===== src/rtl/bitty_pkg.sv =====
// Shared types and encodings for the BittyPro instruction sequencer.
package bitty_pkg;

    localparam int unsigned INST_W  = 16;
    localparam int unsigned COUNT_W = 16;

    typedef enum logic [2:0] {
        ST_IDLE,
        ST_FETCH,
        ST_DECODE,
        ST_WAIT,
        ST_HALTED
    } state_e;

    localparam logic [INST_W-1:0] HALT_INST  = 16'hFFFF;
    localparam logic [1:0]        FMT_BRANCH = 2'b10;
    localparam logic [1:0]        COND_EQ    = 2'b00;
    localparam logic [1:0]        COND_GT    = 2'b01;
    localparam logic [1:0]        COND_LT    = 2'b10;
    localparam logic [1:0]        COND_NEVER = 2'b11;

endpackage


===== src/rtl/bitty_watchdog.sv =====
// Execution watchdog: counts cycles while enabled; expired_o is high once
// the count has reached TIMEOUT-1, so the owner can act on the TIMEOUT-th cycle.
module bitty_watchdog #(
    parameter int unsigned TIMEOUT = 15
) (
    input  logic clk,
    input  logic reset,
    input  logic clear_i,
    input  logic en_i,
    output logic expired_o
);

    localparam int unsigned CNT_W = (TIMEOUT < 2) ? 1 : $clog2(TIMEOUT);
    localparam logic [CNT_W-1:0] LAST = CNT_W'(TIMEOUT - 1);

    logic [CNT_W-1:0] count_q, count_d;
    logic             expired_q, expired_d;

    // Next count: clear wins, otherwise increment up to LAST and hold there.
    always_comb begin
        count_d = count_q;
        if (clear_i) begin
            count_d = '0;
        end else if (en_i && (count_q != LAST)) begin
            count_d = count_q + CNT_W'(1);
        end
        expired_d = (count_d == LAST);
    end

    // Counter and registered expiry flag.
    always_ff @(posedge clk) begin
        if (!reset) begin
            count_q   <= '0;
            expired_q <= 1'b0;
        end else begin
            count_q   <= count_d;
            expired_q <= expired_d;
        end
    end

    assign expired_o = expired_q;

endmodule


===== src/rtl/bitty_sequencer.sv =====
// BittyPro instruction sequencer: fetch, decode, branch/halt resolution,
// ALU hand-off to the control unit and retired-instruction counting.
module bitty_sequencer
    import bitty_pkg::*;
#(
    parameter int unsigned ADDR_W  = 8,
    parameter int unsigned TIMEOUT = 15
) (
    input  logic               clk,
    input  logic               reset,
    input  logic               run,
    output logic               imem_req,
    output logic [ADDR_W-1:0]  imem_addr,
    input  logic               imem_ack,
    input  logic [INST_W-1:0]  imem_data,
    output logic [INST_W-1:0]  inst,
    output logic               exec_start,
    input  logic               exec_done,
    input  logic [1:0]         cond_code,
    output logic [ADDR_W-1:0]  pc,
    output logic               busy,
    output logic               halted,
    output logic               error,
    output logic [COUNT_W-1:0] instr_count
);

    state_e               state_q, state_d;
    logic [ADDR_W-1:0]    pc_q, pc_d;
    logic [INST_W-1:0]    inst_q, inst_d;
    logic                 req_q, req_d;
    logic                 start_q, start_d;
    logic                 halted_q, halted_d;
    logic                 error_q, error_d;
    logic [COUNT_W-1:0]   cnt_q, cnt_d;

    logic                 wd_expired;
    logic                 is_halt;
    logic                 is_branch;
    logic                 br_taken;
    logic [ADDR_W-1:0]    pc_inc;
    logic [COUNT_W-1:0]   cnt_inc;

    // Decode of the held instruction and common increments.
    assign is_halt   = (inst_q == HALT_INST);
    assign is_branch = (inst_q[1:0] == FMT_BRANCH);
    assign br_taken  = (inst_q[3:2] == cond_code) && (inst_q[3:2] != COND_NEVER);
    assign pc_inc    = pc_q + ADDR_W'(1);
    assign cnt_inc   = (cnt_q == {COUNT_W{1'b1}}) ? cnt_q : cnt_q + COUNT_W'(1);

    // Watchdog runs only while waiting on the control unit.
    bitty_watchdog #(
        .TIMEOUT (TIMEOUT)
    ) u_wdog (
        .clk       (clk),
        .reset     (reset),
        .clear_i   (state_q != ST_WAIT),
        .en_i      (state_q == ST_WAIT),
        .expired_o (wd_expired)
    );

    // Next-state and registered-output logic.
    always_comb begin
        state_d  = state_q;
        pc_d     = pc_q;
        inst_d   = inst_q;
        halted_d = halted_q;
        error_d  = error_q;
        cnt_d    = cnt_q;
        start_d  = 1'b0;

        case (state_q)
            ST_IDLE: begin
                if (run) state_d = ST_FETCH;
            end
            ST_FETCH: begin
                if (imem_ack) begin
                    inst_d  = imem_data;
                    state_d = ST_DECODE;
                end
            end
            ST_DECODE: begin
                if (is_halt) begin
                    halted_d = 1'b1;
                    state_d  = ST_HALTED;
                end else if (is_branch) begin
                    pc_d    = br_taken ? inst_q[ADDR_W+3:4] : pc_inc;
                    cnt_d   = cnt_inc;
                    state_d = run ? ST_FETCH : ST_IDLE;
                end else begin
                    start_d = 1'b1;
                    state_d = ST_WAIT;
                end
            end
            ST_WAIT: begin
                if (exec_done) begin
                    pc_d    = pc_inc;
                    cnt_d   = cnt_inc;
                    state_d = run ? ST_FETCH : ST_IDLE;
                end else if (wd_expired) begin
                    error_d  = 1'b1;
                    halted_d = 1'b1;
                    state_d  = ST_HALTED;
                end
            end
            ST_HALTED: begin
                state_d = ST_HALTED;
            end
            default: begin
                state_d = ST_IDLE;
            end
        endcase

        req_d = (state_d == ST_FETCH);
    end

    // State and output registers.
    always_ff @(posedge clk) begin
        if (!reset) begin
            state_q  <= ST_IDLE;
            pc_q     <= '0;
            inst_q   <= '0;
            req_q    <= 1'b0;
            start_q  <= 1'b0;
            halted_q <= 1'b0;
            error_q  <= 1'b0;
            cnt_q    <= '0;
        end else begin
            state_q  <= state_d;
            pc_q     <= pc_d;
            inst_q   <= inst_d;
            req_q    <= req_d;
            start_q  <= start_d;
            halted_q <= halted_d;
            error_q  <= error_d;
            cnt_q    <= cnt_d;
        end
    end

    assign imem_req    = req_q;
    assign imem_addr   = pc_q;
    assign pc          = pc_q;
    assign inst        = inst_q;
    assign exec_start  = start_q;
    assign halted      = halted_q;
    assign error       = error_q;
    assign instr_count = cnt_q;
    assign busy        = (state_q != ST_IDLE) && (state_q != ST_HALTED);

endmodule


===== config.mk =====
export PLATFORM = sky130hd
export DESIGN_NAME = bitty_sequencer
export DESIGN_NICKNAME = d
export VERILOG_FILES = /design/src/rtl/bitty_pkg.sv /design/src/rtl/bitty_watchdog.sv /design/src/rtl/bitty_sequencer.sv
export SDC_FILE = /design/constraint.sdc
export NUM_CORES = 1
export LEC_CHECK = 0
export BUFFER_PORTS_ARGS = -buffer_cell sky130_fd_sc_hd__buf_2
export CORE_MARGIN = 2
export CORE_UTILIZATION = 45
export CTS_CLUSTER_SIZE = 16
export DETAILED_ROUTE_END_ITERATION = 8
export GPL_TIMING_DRIVEN = 0
export HOLD_SLACK_MARGIN = 0.15
export PLACE_DENSITY = 0.72
export SYNTH_ARGS = -nofsm -noshare
export SYNTH_HDL_FRONTEND = slang
export SYNTH_HIERARCHICAL = 1
export SYNTH_SLANG_ARGS = --single-unit

===== constraint.sdc =====
create_clock -name clk -period 2.45 [get_ports clk]
set_input_delay 0 -clock clk [delete_from_list [all_inputs] [get_ports clk]]
set_output_delay 0 -clock clk [all_outputs]
set_load 0.02 [all_outputs]

==> run metrics, run 1 <==
Synth Area per Inst=8.38 sq um; Hold Crit Class=input port to flop; R2R cell count=7; cells after synthesis=312; Hold Path Depth=5; # setup viols final=0; Peak VDD IR=0.333 mV; switching share of total power=24.8%; Pint=1310 uW; Inserted Diodes=0; startpoint types=flop; Bufs on Longest Clock Path=2; pre-CTS WS=0.470 ns; routed vias=2635; met1 Resource Use GR=28.1%; Synth Flop Type=dfxtp_1; Final period util=82.7%; run status=finished clean; maxcap violations=0; Setup TNS=0 ns; global-route wire length before repair=11.3 mm; Clk pwr share=37.7%; GRT Residual Overflow=0; largest cells by area after synthesis=dfxtp_1 40%, nand2_1 7.2%, a21oi_1 6.1%; ys async rst share=0%; Fmax achieved=493 MHz; WP data required=2.66 ns; Mapped Nets=339; Reg power frac=50.5%; Worst EP arrival=2.24 ns; final net count=442; R2R Setup Slk=0.42 ns; max-slew violation count=0; Logic pwr share=11.8%; Worst-path clk slew=0.09 ns; Final min period=2.03 ns; initial core utilization=46.9%; Least-Margin Pin Slew=0.955 ns; final std cells w/o fill=488; die area=0.00644 sq mm; Worst Hold Launch=imem_ack; met3 usage=4.49%; Synth Cell Area=0.00262 sq mm; Port-buffer cells=75; layout cell share with drive strength beyond 1=27.6%; Synth cell types=50; gpl congestion=0.895; drt pass-1 iters=4; met2 usage=37.8%; H-tree depth=2; Synth top area share=39.8%; All-Layer GR Usage=22.2%; CP Capture Type=flop; DP HPWL=4.86 mm; register bit count reported by yosys=52; placed cells=459; worst setup margin=0.423 ns; leakage=0.00149 uW; Crit Reg-Reg Startpoint=state_q[1]; Routed Wire Length=6.78 mm; clk sinks=52; Root Driver=clkbuf_8; WL/cell=13.9 um; clock buffer count from CTS=5; residual antenna-violating net count after detailed routing=0; fill cell total of the finished layout=525; count of warnings emitted by yosys=6; I/O pins=76; Core Area=0.00557 sq mm; Max FO, Critical Path=8; class of the most critical setup path=flop to flop; Remaining DRCs=0; Reg-to-Reg End=u_wdog/expired_o; Core Rows=27; PD cells=512 mW/mm^2; vias per cell=5.40; RSZ-0062 raised after global routing=false; chip width=80.2 um; register area share after synthesis=39.8%; gr busiest metal=met2; worst skew pair latency=0.31 ns; CTS tree=built; Die Y=80.2 um; post-CTS resize count=0; Clock Skew=0.00723 ns; Net Switching=435 uW; final-report hold violation count=0; Hold EP=inst[5]; vias in the first global route=2467; relative max-transition margin=35.8%; Yosys top cell by area=dfxtp_1; initial antenna violation count=0; largest net degree at the start of global routing=16; Syn-to-layout area delta=30.7%; Post-synth EDFFs=0; 1st-iter DRT viols=115
## routing by layer
| layer | share of wire, % | vias to the layer above | wire length [um] |
|---|---|---|---|
| met5 | 0 | - | 0 |
| met4 | 1.7 | 0 | 114 |
| met3 | 5.6 | 16 | 383 |
| met2 | 47 | 89 | 3180 |
| met1 | 46 | 1236 | 3100 |
| li1 | - | 1294 | - |
## area by class of cell
class	instances	area (sq um)	area share [%]
Buffer	21	133	3.88
Clock buffer	7	96.3	2.82
Clock inverter	1	30.0	0.879
Inverter	6	22.5	0.659
Multi-Input combinational cell	233	1420	41.5
Sequential cell	52	1040	30.5
Tap cell	72	90.1	2.64
Timing Repair Buffer	96	586	17.1
## worst max path at each step
stage	startpoint	endpoint	slack, ns	cells past startpoint
floorplan	state_q[1]	u_wdog/expired_o	0.65	7
global placement	state_q[1]	u_wdog/expired_o	0.47	7
detailed placement	state_q[1]	u_wdog/expired_o	0.47	7
CTS	state_q[1]	u_wdog/expired_o	0.42	7
global route	inst[0]	imem_req	0.29	5
finish	state_q[1]	u_wdog/expired_o	0.42	7
## through the flow
step,util [%],instance area [sq um],hold slack [ns],total power (uW)
4_1_cts,61.3,3420,0.303,1750
5_1_grt,61.3,3420,0.362,1810
2_1_floorplan,-,2620,0.136,1020
3_5_place_dp,55.3,3080,0.248,1080
6_report,61.3,3420,0.299,1750
3_3_place_gp,55.3,3080,0.246,1080
## repair_timing
action                                 4_1_cts  5_1_grt
endpoints found under the hold margin       26        0
buffers inserted                             0        0
hold buffers                                21        0
## cell usage after synthesis, types with 2 or more instances
| library cell | n |
|---|---|
| clkbuf_1 | 8 |
| nor4bb_1 | 2 |
| ha_1 | 4 |
| mux2i_1 | 10 |
| a31oi_1 | 3 |
| nor4_1 | 3 |
| nor3b_1 | 4 |
| nand4_1 | 9 |
| buf_6 | 2 |
| nor4b_2 | 3 |
| o211ai_1 | 2 |
| nand2b_1 | 5 |
| inv_2 | 2 |
| o21a_1 | 2 |
| or3_1 | 2 |
| nor2b_1 | 5 |
| buf_4 | 10 |
| and3_1 | 5 |
| nand3_1 | 9 |
| nor3_1 | 8 |
| o22ai_1 | 6 |
| nor2_1 | 30 |
| a21oi_1 | 32 |
| o21ai_0 | 6 |
| or2_2 | 3 |
| xnor2_1 | 11 |
| nand2_1 | 50 |
| dfxtp_1 | 52 |
| inv_1 | 3 |
## power groups by stage
stage / clock network [uW] / logic [uW] / registers (uW)
2_1_floorplan: 0 / 98.5 / 918
3_3_place_gp: 0 / 177 / 903
3_5_place_dp: 0 / 179 / 903
4_1_cts: 663 / 205 / 884
5_1_grt: 700 / 224 / 887
6_report: 659 / 206 / 884
## cell families after synthesis
logic type      after synthesis  share of synthesized area [%]
buf+inv                      27                           5.93
flops                        52                           39.8
compound gates               58                           13.6
mux                          11                           4.26
simple gates                148                           30.5
fa+ha+maj                     4                           1.91
xor+xnor                     12                           4.02
## sequential cells by signal (all words and copies together) (netlist names)
register and count:
halted 1, imem_addr 8, state_q 3, error 1, inst 16, instr_count 16, u_wdog/count_q 4, imem_req 1
exec_start 1, u_wdog/expired_o 1
## cells in the final DEF, fill, tap and decap left out, types with 3 or more instances in the layout
cell type / n
a21oi_1: 32
a31oi_1: 3
and3_1: 5
buf_2: 76
buf_4: 10
clkbuf_1: 8
clkbuf_8: 7
dfxtp_1: 52
dlygate4sd3_1: 21
ha_1: 4
inv_1: 3
mux2i_1: 10
nand2_1: 50
nand2b_1: 5
nand3_1: 9
nand4_1: 9
nor2_1: 30
nor2b_1: 5
nor3_1: 8
nor3b_1: 4
nor4_1: 3
nor4b_2: 3
o21ai_0: 6
o22ai_1: 6
or2_2: 3
xnor2_1: 11
## worst max-delay path, cell delays in order (launching register included)
cell	delay (ns)
dfxtp_1	0.48
nor2b_1	0.17
buf_4	0.18
nand2_4	0.08
inv_2	0.11
inv_2	0.07
or4_4	0.54
a2111oi_2	0.30
No activity file was read; power rests on OpenSTA's default activity.
==> inputs of run 2 (changes only) <==
==> constraint.sdc (replaced) <==
create_clock -name clk -period 2 [get_ports clk]
set_input_delay 0 -clock clk [delete_from_list [all_inputs] [get_ports clk]]
set_output_delay 0 -clock clk [all_outputs]
set_load 0.02 [all_outputs]
==> run 2 against run 1 <==
  * First-iteration DRC count is 9.6% lower
  * Register-to-register slack worse by 0.33 ns
  * Combinational power is 24% higher
  * Worst hold slack worse by 0.030 ns
  * Largest cell class unchanged
  * Maximum frequency is 6.1% higher
  * Clock-buffer cell count stayed put
  * Sequential share of layout area is 0.22 points lower
  * Wire length is 1.1% higher
==> run metrics, run 2 (synthesis gave the netlist of run 1 again) <==
run status=finished clean; Worst EP arrival=2.12 ns (-0.12 ns); Routed Wire Length=6.86 mm (+1.1%); Port-buffer cells=75 (unchanged); clock buffer count from CTS=5 (unchanged); Hold Path Depth=4 (-1); WP data required=2.21 ns (-0.45 ns); Bufs on Longest Clock Path=2 (unchanged); I/O pins=76 (unchanged); initial antenna violation count=0 (unchanged); WL/cell=14.0 um (+0.46%); Max FO, Critical Path=10 (+2); R2R cell count=5 (-2); drt pass-1 iters=4 (unchanged); Final min period=1.91 ns (-0.117 ns); Cell Area, Placed=0.00308 sq mm (unchanged); routed vias=2635 (unchanged); layout cell share with drive strength beyond 1=29.8% (+2.2 points); Hold EP=inst[3]; GRT Residual Overflow=0 (unchanged); final-report hold violation count=0 (unchanged); leakage=0.00151 uW (+1.2%); max-slew violation count=0 (unchanged); die area=0.00644 sq mm (unchanged); Die Y=80.2 um (unchanged); Root Driver=clkbuf_8; Peak VDD IR=0.408 mV (+22%); R2R Setup Slk=0.09 ns (-0.33 ns); commonest non-fill, non-tap cell in the layout=buf_2; 1st-iter DRT viols=104 (-9.6%); Reg-to-Reg End=inst[1]; vias per cell=5.37 (-0.61%); Fmax achieved=524 MHz (+6.1%); total power=2140 uW (+22%); Syn-to-layout area delta=32.2%; Least-Margin Pin Slew=0.597 ns (-0.358 ns); class of the most critical setup path=flop to flop; largest net degree at the start of global routing=16 (unchanged); # setup viols final=0 (unchanged); All-Layer GR Usage=22.3% (+0.071 points); CTS tree=built; PD cells=619 mW/mm^2 (+21%); gpl congestion=0.895 (unchanged); worst skew pair latency=0.31 ns (about the same); Core Rows=27 (unchanged); Core Area=0.00557 sq mm (unchanged); Clock Skew=0.00758 ns (+0.000352 ns); initial core utilization=46.9% (unchanged); design area=0.00346 sq mm (+1.2%); vias in the first global route=2477 (+0.41%); Crit Reg-Reg Startpoint=state_q[0]; Worst Hold Launch=imem_ack; relative max-transition margin=60.0% (+24 points); clk sinks=52 (unchanged); Inserted Diodes=0 (unchanged); Remaining DRCs=0 (unchanged); DP HPWL=4.86 mm (unchanged); H-tree depth=2 (unchanged); CP Capture Type=flop; Final period util=95.5% (+13 points); final net count=445 (+0.68%); most frequent cells in the layout=76 x buf_2, 50 x nand2_1, 50 x dfxtp_1, 32 x a21oi_1, 30 x nor2_1; global-route wire length before repair=11.3 mm (+0.31%); startpoint types=flop; maxcap violations=0 (unchanged); chip width=80.2 um (unchanged); residual antenna-violating net count after detailed routing=0 (unchanged); Worst-path clk slew=0.09 ns (about the same); Hold Crit Class=input port to flop
## run 2: changes by cell type in the layout (fill, tap and decap cells not counted), sizes merged
cell,delta
buf,+5
clkbuf,-1
dlygate4sd3,-1
## run 2: how the worst max path moves through the flow
stage                         from          endpoint  depth (start not counted)  slack, ns
floorplan               state_q[1]  u_wdog/expired_o                          7       0.20
global placement        state_q[1]  u_wdog/expired_o                          7       0.02
detailed placement      state_q[1]  u_wdog/expired_o                          7       0.02
CTS                       inst[10]        state_q[1]                          5      0.002
global route        instr_count[1]    instr_count[4]                          7      -0.03
finish                  state_q[0]           inst[1]                          5       0.09
## run 2: cell type report
cell class | instances | area, sq um
Inverter | 6 | 22.5
Timing Repair Buffer | 100 | 613
Sequential cell | 52 | 1050
Multi-Input combinational cell | 233 | 1430
Tap cell | 72 | 90.1
Fill cell | 521 | 2120
Buffer | 20 | 129
Clock inverter | 1 | 30.0
Clock buffer | 7 | 96.3
## run 2: worst max-delay path, cell delays in order (launching register included)
cell           delay (ns)
dfxtp_1              0.41
buf_6                0.17
or4bb_4              0.52
nand2_1              0.10
a21oi_1              0.06
dlygate4sd3_1        0.55
## run 2: where the power goes
group,internal [uW],switching (uW),total (uW),leakage (uW)
Sequential,1060,25.5,1080,0.000422
Combinational,114,142,256,0.00103
Clock,442,362,804,0.0000645
Total,1610,529,2140,0.00151
## run 2: stage by stage
stage	setup TNS, ns	cells	hold slack, ns	setup WS (ns)	utilization [%]
floorplan	0	312	0.136	0.205	-
global placement	0	459	0.246	0.0181	55.3
detailed placement	0	459	0.248	0.0202	55.3
CTS	0	487	0.303	0.00176	61.1
global route	-0.0577	491	0.283	-0.0259	62.0
finish	0	491	0.270	0.0904	62.0
## run 2: metal layers
metal  GRT usage (%)  vias up  routed length, um
met3            4.49       12                359
met4            7.29        0                102
met5               0        -                  0
met1            28.1     1248               3090
li1                -     1303                  -
met2            38.1       72               3310
## run 2: what timing repair did
| item | in CTS | in global routing |
|---|---|---|
| endpoints found under the hold margin | 27 | 0 |
| cloned | 0 | 0 |
| hold buffers | 20 | 0 |
| resized for setup | 1 | 5 |
| buffers inserted | 0 | 5 |
| pin swaps | 0 | 1 |
| setup endpoints to repair | 1 | 14 |
